File: src/rtl/brick_score_tx.sv
// Producer side of the 2-bit score link: tracks live bricks, counts new kills, queues and drains points.
// Optional macro SCORE_BONUS_EN adds BONUS points when the last brick of a level dies.
module brick_score_tx #(
  parameter int NUM_BRICKS = 16,
  parameter int PEND_W     = 6,
  parameter int BONUS      = 5
) (
  input  logic                  clk,
  input  logic                  reset,
  input  logic                  clear_level,
  input  logic [NUM_BRICKS-1:0] hit,
  output logic [NUM_BRICKS-1:0] brick_alive,
  output logic [1:0]            total_score,
  output logic [PEND_W-1:0]     pending,
  output logic                  level_done,
  output logic                  overflow
);

`ifdef SCORE_BONUS_EN
  localparam bit BONUS_ON = 1'b1;
`else
  localparam bit BONUS_ON = 1'b0;
`endif

  localparam int CNT_W  = $clog2(NUM_BRICKS + 1);
  localparam int BON_W  = $clog2(BONUS + 1);
  localparam int MAX_W  = (PEND_W > CNT_W) ? ((PEND_W > BON_W) ? PEND_W : BON_W)
                                           : ((CNT_W > BON_W) ? CNT_W : BON_W);
  // Three addends each below 2**MAX_W can never carry past MAX_W+2 bits.
  localparam int SUM_W  = MAX_W + 2;

  typedef enum logic [1:0] {
    IDLE  = 2'd0,
    PLAY  = 2'd1,
    DRAIN = 2'd2,
    DONE  = 2'd3
  } state_t;

  state_t                state_r, state_next_s;
  logic [NUM_BRICKS-1:0] alive_r, alive_next_s, kills_s;
  logic [CNT_W-1:0]      newpts_s;
  logic                  last_kill_s;
  logic [SUM_W-1:0]      bonus_s, sum_s, rem_s;
  logic [1:0]            score_r, score_s;
  logic [PEND_W-1:0]     pend_r, pend_next_s;
  logic                  sat_s, done_r, ovf_r;

  function automatic logic [CNT_W-1:0] popcount(input logic [NUM_BRICKS-1:0] v);
    logic [CNT_W-1:0] c;
    c = '0;
    for (int i = 0; i < NUM_BRICKS; i++) begin
      c = c + CNT_W'(v[i]);
    end
    return c;
  endfunction

  // Kill filter, points arithmetic and level state transitions
  always_comb begin
    kills_s      = '0;
    alive_next_s = alive_r;
    last_kill_s  = 1'b0;
    state_next_s = state_r;

    if (!clear_level && (state_r == PLAY || state_r == DRAIN)) begin
      kills_s      = hit & alive_r;
      alive_next_s = alive_r & ~hit;
      last_kill_s  = (state_r == PLAY) && (alive_next_s == '0);
    end else begin
      kills_s      = '0;
    end

    newpts_s = popcount(kills_s);
    bonus_s  = (BONUS_ON && last_kill_s) ? SUM_W'(BONUS) : '0;
    sum_s    = SUM_W'(pend_r) + SUM_W'(newpts_s) + bonus_s;
    score_s  = (sum_s > SUM_W'(2'd3)) ? 2'd3 : sum_s[1:0];
    rem_s    = sum_s - SUM_W'(score_s);
    sat_s    = rem_s > SUM_W'((2 ** PEND_W) - 1);
    if (sat_s) begin
      pend_next_s = '1;
    end else begin
      pend_next_s = rem_s[PEND_W-1:0];
    end

    if (clear_level) begin
      state_next_s = PLAY;
      alive_next_s = '1;
    end else begin
      case (state_r)
        IDLE:    state_next_s = IDLE;
        PLAY:    state_next_s = last_kill_s ? DRAIN : PLAY;
        DRAIN:   state_next_s = (sum_s == '0 && score_r == 2'd0) ? DONE : DRAIN;
        DONE:    state_next_s = DONE;
        default: state_next_s = IDLE;
      endcase
    end
  end

  // State, brick map and points registers
  always_ff @(posedge clk or negedge reset) begin
    if (!reset) begin
      state_r <= IDLE;
      alive_r <= '0;
      score_r <= 2'd0;
      pend_r  <= '0;
      done_r  <= 1'b0;
      ovf_r   <= 1'b0;
    end else begin
      state_r <= state_next_s;
      alive_r <= alive_next_s;
      score_r <= score_s;
      pend_r  <= pend_next_s;
      done_r  <= (state_next_s == DONE);
      ovf_r   <= ovf_r | sat_s;
    end
  end

  assign brick_alive = alive_r;
  assign total_score = score_r;
  assign pending     = pend_r;
  assign level_done  = done_r;
  assign overflow    = ovf_r;

endmodule

File: config.mk
export PLATFORM = sky130hd
export DESIGN_NAME = brick_score_tx
export DESIGN_NICKNAME = d
export VERILOG_FILES = /design/src/rtl/brick_score_tx.sv
export SDC_FILE = /design/constraint.sdc
export NUM_CORES = 1
export LEC_CHECK = 0
export ABC_AREA = 1
export ABC_CLOCK_PERIOD_IN_PS = 13500
export CORE_UTILIZATION = 55
export DETAILED_ROUTE_END_ITERATION = 10
export PLACE_DENSITY = 0.86
export SETUP_SLACK_MARGIN = 0.1
export SLEW_MARGIN = 20
export SYNTH_ARGS = -nofsm -noshare
export SYNTH_HDL_FRONTEND = slang
export SYNTH_SLANG_ARGS = --single-unit
File: constraint.sdc
create_clock -name clk -period 13.5 [get_ports clk]
set_input_delay 3.375 -clock clk [delete_from_list [all_inputs] [get_ports clk]]
set_output_delay 3.375 -clock clk [all_outputs]
set_load 0.05 [all_outputs]
==> flow_metrics.py, run 1 <==
metrics = {
    "global_route": {
        "grt_max_degree": 29,
        "grt_pass1_wl_um": 7690,
        "antenna_found_initial": 0,
        "grt_util_all_layers_pct": 24.5,
        "overflow": 0,
        "first_global_vias": 1753,
    },
    "logic_synthesis": {
        "netlist_instances": 257,
        "synth_commonest_cells": "66 x inv_1, 45 x nand2_1, 28 x dfrtp_1, 22 x nand3_1",
        "synthFlopType": "dfrtp_1",
        "syn_nets": 301,
        "yosys-top-cells-area": "dfrtp_1 34%, inv_1 12%, fa_1 12%, nand2_1 8.3%, ha_1 8.0%",
        "yosysMostFrequentCell": "inv_1",
        "async_flop_share_pct": 100,
        "syn_area_um2": 2040,
        "postSynthAreaPerCell_um2": 7.92,
        "synth_edf_count": 0,
        "synth.distinct_cells": 28,
        "synth_sequential_area_ratio_pct": 34.4,
        "synth_seq_cells": 28,
        "synth_top_cell_by_area": "dfrtp_1",
        "yosys_warnings": 0,
        "synth.top_cell.area_share_pct": 34.4,
    },
    "worst_setup_path": {
        "worstReg2RegStart": "state_r[1]",
        "endpoint": "overflow",
        "path_buf_inv": 6,
        "worstSetupStartpoint": "clear_level",
        "critPathRequiredTime_ns": 13.66,
        "max_stage_delay_ns": 0.77,
        "worstSetupStartpointType": "input port",
        "crit_cells": 27,
        "crit_fanout": 20,
        "critPathTopFamily": "adder cells",
        "critPathArrivalTime_ns": 10.02,
        "worst_path_max_delay_cell": "clkdlybuf4s50_1",
        "crit_type": "in2reg",
        "endpoint_kind": "flop",
        "ff2ff_path_depth": 27,
        "cp_common_cell": "fa_1",
        "r2r_end": "overflow",
        "r2r_slack_ns": 7.07,
    },
    "floorplanning": {
        "die_x_um": 62.8,
        "row_count": 21,
        "initial_utilization_pct": 59.1,
        "ios": 45,
        "core-area_um2": 3440,
        "design.die.area_um2": 3950,
        "die_height_um": 62.8,
    },
    "timing": {
        "max_freq_mhz": 101,
        "fin_ws_ns": 3.64,
        "setup_violations": 0,
        "hold_viol": 0,
        "tightest_slew_ns": 0.672,
        "hold_ws_ns": 0.502,
        "drv_slew": 0,
        "setup_tns_ns": 0,
        "finalCritPeriodShare_pct": 73.0,
        "max_slew_margin_pct": 55.1,
        "skew_ns": 0.00521,
        "fin_crit_ns": 9.86,
        "grt_setup_unrepaired": "false",
    },
    "finish": {
        "finalCoreUtilization_pct": 75.5,
        "final_cells": 349,
        "drive_gt1_share_pct": 4.95,
        "seqCellArea_um2": 701,
        "area.growth.synth_to_final_pct": 27.7,
        "fin_area_um2": 2600,
        "multi_input_area_um2": 1060,
        "fill_cells": 266,
        "n_antenna_cell": 0,
        "nets": 348,
    },
    "placed_design": {
        "gp_congestion": 1.01,
        "dp_hpwl_um": 3590,
        "pre_cts_slack_ns": 3.37,
        "io_buffer_count": 44,
        "dpl-instance-area_um2": 2530,
        "dp.cells": 345,
    },
    "routing": {
        "dr.pass1.iters": 7,
        "wl_per_cell_um": 12.9,
        "routed_wirelength_um": 4500,
        "first_iter_violations": 172,
        "ant_nets": 0,
        "drc": 0,
        "vias": 1824,
        "viasPerCell": 5.23,
    },
    "clock_tree": {
        "clock_path_buffers": 2,
        "cts_hold_buffers": 0,
        "post_cts_buffers": 0,
        "cts_tree": "done",
        "cts.sinks": 28,
        "cts_buffers": 3,
        "cts-resized-gates": 0,
        "cts.clk_slew.worst_paths_ns": 0.09,
        "root_buffer": "clkbuf_8",
        "cts_max_level": 1,
        "clk_latency_ns": 0.28,
    },
    "power": {
        "combinationalPowerShare_pct": 71.8,
        "seqPwrFrac_pct": 18.2,
        "power.density_nw_per_um2": 254,
        "switching_power_mw": 0.341,
        "clock_power_share_pct": 10.1,
        "internal_power_mw": 0.318,
        "power_leakage_nw": 1.34,
        "total_power_mw": 0.659,
        "switching_share_pct": 51.7,
        "irDropWorstVdd_mv": 0.240,
    },
    "run": {
        "maxCapViolCount": 0,
    },
    "run_status": {
        "status": "complete, no violations",
    },
    "worst_hold_path": {
        "hold_class": "reg2reg",
    },
}
[power by group through the flow]
stage          combinational, mW  clock, mW  sequential [mW]
2_1_floorplan              0.302          0            0.175
4_1_cts                    0.474     0.0676            0.120
5_1_grt                    0.532     0.0710            0.122
3_3_place_gp               0.458          0            0.121
3_5_place_dp               0.470          0            0.121
6_report                   0.473     0.0664            0.120
[placed cells by master, fill, tap and decap left out, drive strengths merged, types with 5 or more instances in the layout]
master,n
inv,68
o21ai,9
nor2,15
o22ai,13
ha,13
nor3,5
fa,12
dfrtp,28
nand3,24
nand2,47
clkdlybuf4s50,44
[worst reg2reg max path, delay by kind of cell, from the launching register on]
family | cells | cell delay [ns]
simple gates | 12 | 1.64
fa+ha+maj | 8 | 3.27
flops | 1 | 0.39
compound gates | 1 | 0.07
buf+inv | 5 | 0.61
xor+xnor | 1 | 0.34
[final cells by class]
| type | instances | share of cell area, % |
|---|---|---|
| multi-input combinational | 157 | 40.9 |
| sequential | 28 | 27.0 |
| timing repair buffer | 45 | 17.2 |
| inverter | 69 | 9.97 |
| tap | 46 | 2.21 |
| clock buffer | 3 | 1.59 |
| clock inverter | 1 | 1.16 |
[state kept, by name, indices dropped and copies added (netlist names)]
register     count
total_score      2
level_done       1
overflow         1
state_r          2
pending          6
brick_alive     16
[worst min path at each step]
stage	from	depth (start not counted)	endpoint	slack (ns)
3_5_place_dp	overflow	1	overflow	0.49
4_1_cts	overflow	1	overflow	0.51
5_1_grt	overflow	1	overflow	0.52
6_report	overflow	1	overflow	0.50
3_3_place_gp	overflow	1	overflow	0.46
2_1_floorplan	state_r[1]	4	state_r[0]	0.72
[metal layers]
layer / wire, um / up-vias / GRT usage, %
met5: 0 / - / 0
met4: 45 / 0 / 4.07
met3: 232 / 6 / 3.65
met2: 2180 / 64 / 42.9
met1: 2040 / 857 / 32.5
li1: - / 897 / -
[logic make-up after synthesis]
kind of cell	after synthesis	synth area share, %
compound gates	31	9.28
xor+xnor	1	0.430
fa+ha+maj	25	19.8
buf+inv	72	13.4
flops	28	34.4
simple gates	100	22.7
No activity file was read; power rests on OpenSTA's default activity.
==> inputs of run 2 (changes only) <==
Settings changed: ABC_CLOCK_PERIOD_IN_PS 13500 to 9700, CORE_UTILIZATION 55 to 51, PLACE_DENSITY 0.86 to 0.81.
Clock period 13.5 ns to 9.7 ns, I/O delays scaled along.
==> run 2 against run 1 <==
Effect of this change: clock power grew 43%; non-clock buffer count stayed put; setup slack got worse by 2.7 ns; routed wire length up 2.2%; via count shrank 0.22%; critical endpoint unchanged.
==> flow_metrics.py, run 2 (synthesis results as in run 1) <==
metrics = {
    "worst_setup_path": {
        "worstSetupStartpointType": "input port",
        "endpoint_kind": "flop",
        "crit_fanout": 20,
        "crit_type": "in2reg",
        "critPathRequiredTime_ns": 9.87,
        "critPathArrivalTime_ns": 8.97,
    },
    "floorplanning": {
        "die_x_um": 65.2,
        "ios": 45,
        "design.die.area_um2": 4250,
        "die_height_um": 65.2,
        "core-area_um2": 3740,
        "initial_utilization_pct": 54.4,
        "row_count": 22,
    },
    "finish": {
        "area.growth.synth_to_final_pct": 27.8,
        "nets": 348,
        "largest_register_ff_count": 16,
        "mostFrequentLayoutCells": "66 x inv_1, 45 x nand2_1, 44 x clkdlybuf4s50_1, 28 x dfrtp_1, 22 x nand3_1",
        "n_antenna_cell": 0,
        "drive_gt1_share_pct": 4.95,
        "layout_commonest_cell": "inv_1",
    },
    "power": {
        "irDropWorstVdd_mv": 0.327,
        "power.density_nw_per_um2": 350,
        "power_leakage_nw": 1.34,
        "total_power_mw": 0.912,
    },
    "clock_tree": {
        "cts_buffers": 3,
        "cts-resized-gates": 0,
        "cts.sinks": 28,
        "clk_latency_ns": 0.28,
        "cts_tree": "done",
        "cts_hold_buffers": 0,
        "cts_max_level": 1,
        "post_cts_buffers": 0,
        "root_buffer": "clkbuf_8",
        "clock_path_buffers": 2,
        "cts.clk_slew.worst_paths_ns": 0.10,
    },
    "routing": {
        "vias": 1820,
        "drc": 0,
        "ant_nets": 0,
        "first_iter_violations": 124,
        "routed_wirelength_um": 4600,
        "dr.pass1.iters": 4,
        "viasPerCell": 5.19,
        "wl_per_cell_um": 13.1,
    },
    "timing": {
        "tightest_slew_ns": 0.651,
        "grt_setup_unrepaired": "false",
        "drv_slew": 0,
        "max_slew_margin_pct": 56.5,
        "max_freq_mhz": 114,
        "hold_viol": 0,
        "finalCritPeriodShare_pct": 90.6,
        "skew_ns": 0.00146,
        "fin_crit_ns": 8.79,
        "fin_ws_ns": 0.908,
        "setup_tns_ns": 0,
        "setup_violations": 0,
    },
    "run": {
        "maxCapViolCount": 0,
    },
    "global_route": {
        "grt_max_degree": 29,
        "first_global_vias": 1746,
        "grt_pass1_wl_um": 7670,
        "antenna_found_initial": 0,
        "grt_util_all_layers_pct": 23.6,
        "overflow": 0,
    },
    "placed_design": {
        "pre_cts_slack_ns": 0.634,
        "dp_hpwl_um": 3620,
        "io_buffer_count": 44,
        "gp_congestion": 0.895,
    },
    "worst_hold_path": {
        "hold_class": "reg2reg",
    },
    "run_status": {
        "status": "complete, no violations",
    },
}
## run 2: cell counts in the layout (fill, tap and decap cells not counted)
No cell type changed its count.
## run 2: worst paths after layout
kind                        startpoint        endpoint  slack, ns  depth (start not counted)
min in group asynchronous        reset  brick_alive[6]       2.52                          2
setup reg to reg            state_r[1]        overflow       3.37                         27
max in group asynchronous        reset  brick_alive[0]       6.92                          2
hold / removal                overflow        overflow       0.50                          1
setup / recovery           clear_level        overflow       0.91                         27
hold reg to reg               overflow        overflow       0.50                          1
## run 2: layout make-up
type | instances | area, um2
Clock buffer | 3 | 41.3
Clock inverter | 1 | 30.0
Fill cell | 332 | 1140
Inverter | 69 | 259
Multi-Input combinational cell | 157 | 1060
Sequential cell | 28 | 701
Tap cell | 48 | 60.1
Timing Repair Buffer | 45 | 448
## run 2: report_power, final
group          internal [mW]  total (mW)  switching, mW  leakage, nW
logic                  0.238       0.651          0.413        0.994
clock network         0.0553      0.0947         0.0394       0.0357
registers              0.148       0.166         0.0184        0.307
total                  0.441       0.912          0.470         1.34
## run 2: layer usage
metal / vias up / track usage, % / wire [um]
met5: - / 0 / 0
met4: 0 / 6.52 / 49
met3: 6 / 3.13 / 269
met2: 56 / 40.2 / 2250
met1: 865 / 31.4 / 2030
li1: 893 / - / -
## run 2: through the flow
| stage | cell area, um2 | hold slack (ns) | utilization [%] | cells |
|---|---|---|---|---|
| final | 2600 | 0.497 | 69.5 | 351 |
| after global routing | 2600 | 0.523 | 69.5 | 351 |
| after CTS | 2600 | 0.507 | 69.5 | 351 |
| after detailed placement | 2530 | 0.478 | 67.6 | 347 |
| after global placement | 2530 | 0.458 | 67.6 | 347 |
| after floorplan | 2040 | 0.719 | - | 257 |
## run 2: worst max-delay path, stage by stage
cell	delay, ns
clkdlybuf4s50_1	0.76
clkinv_1	0.36
nand2_1	0.58
nor3_1	0.14
fa_1	0.53
inv_1	0.05
fa_1	0.50
fa_1	0.54
inv_1	0.06
fa_1	0.57
fa_1	0.22
inv_1	0.06
fa_1	0.39
xnor2_1	0.34
inv_1	0.11
nand3_1	0.13
nor2_2	0.06
nand3_2	0.09
nand2_1	0.08
ha_1	0.24
nor2_2	0.14
nand3_2	0.08
nor2_2	0.10
nand2_1	0.05
nand2_1	0.06
o21ai_2	0.07
or2_1	0.21
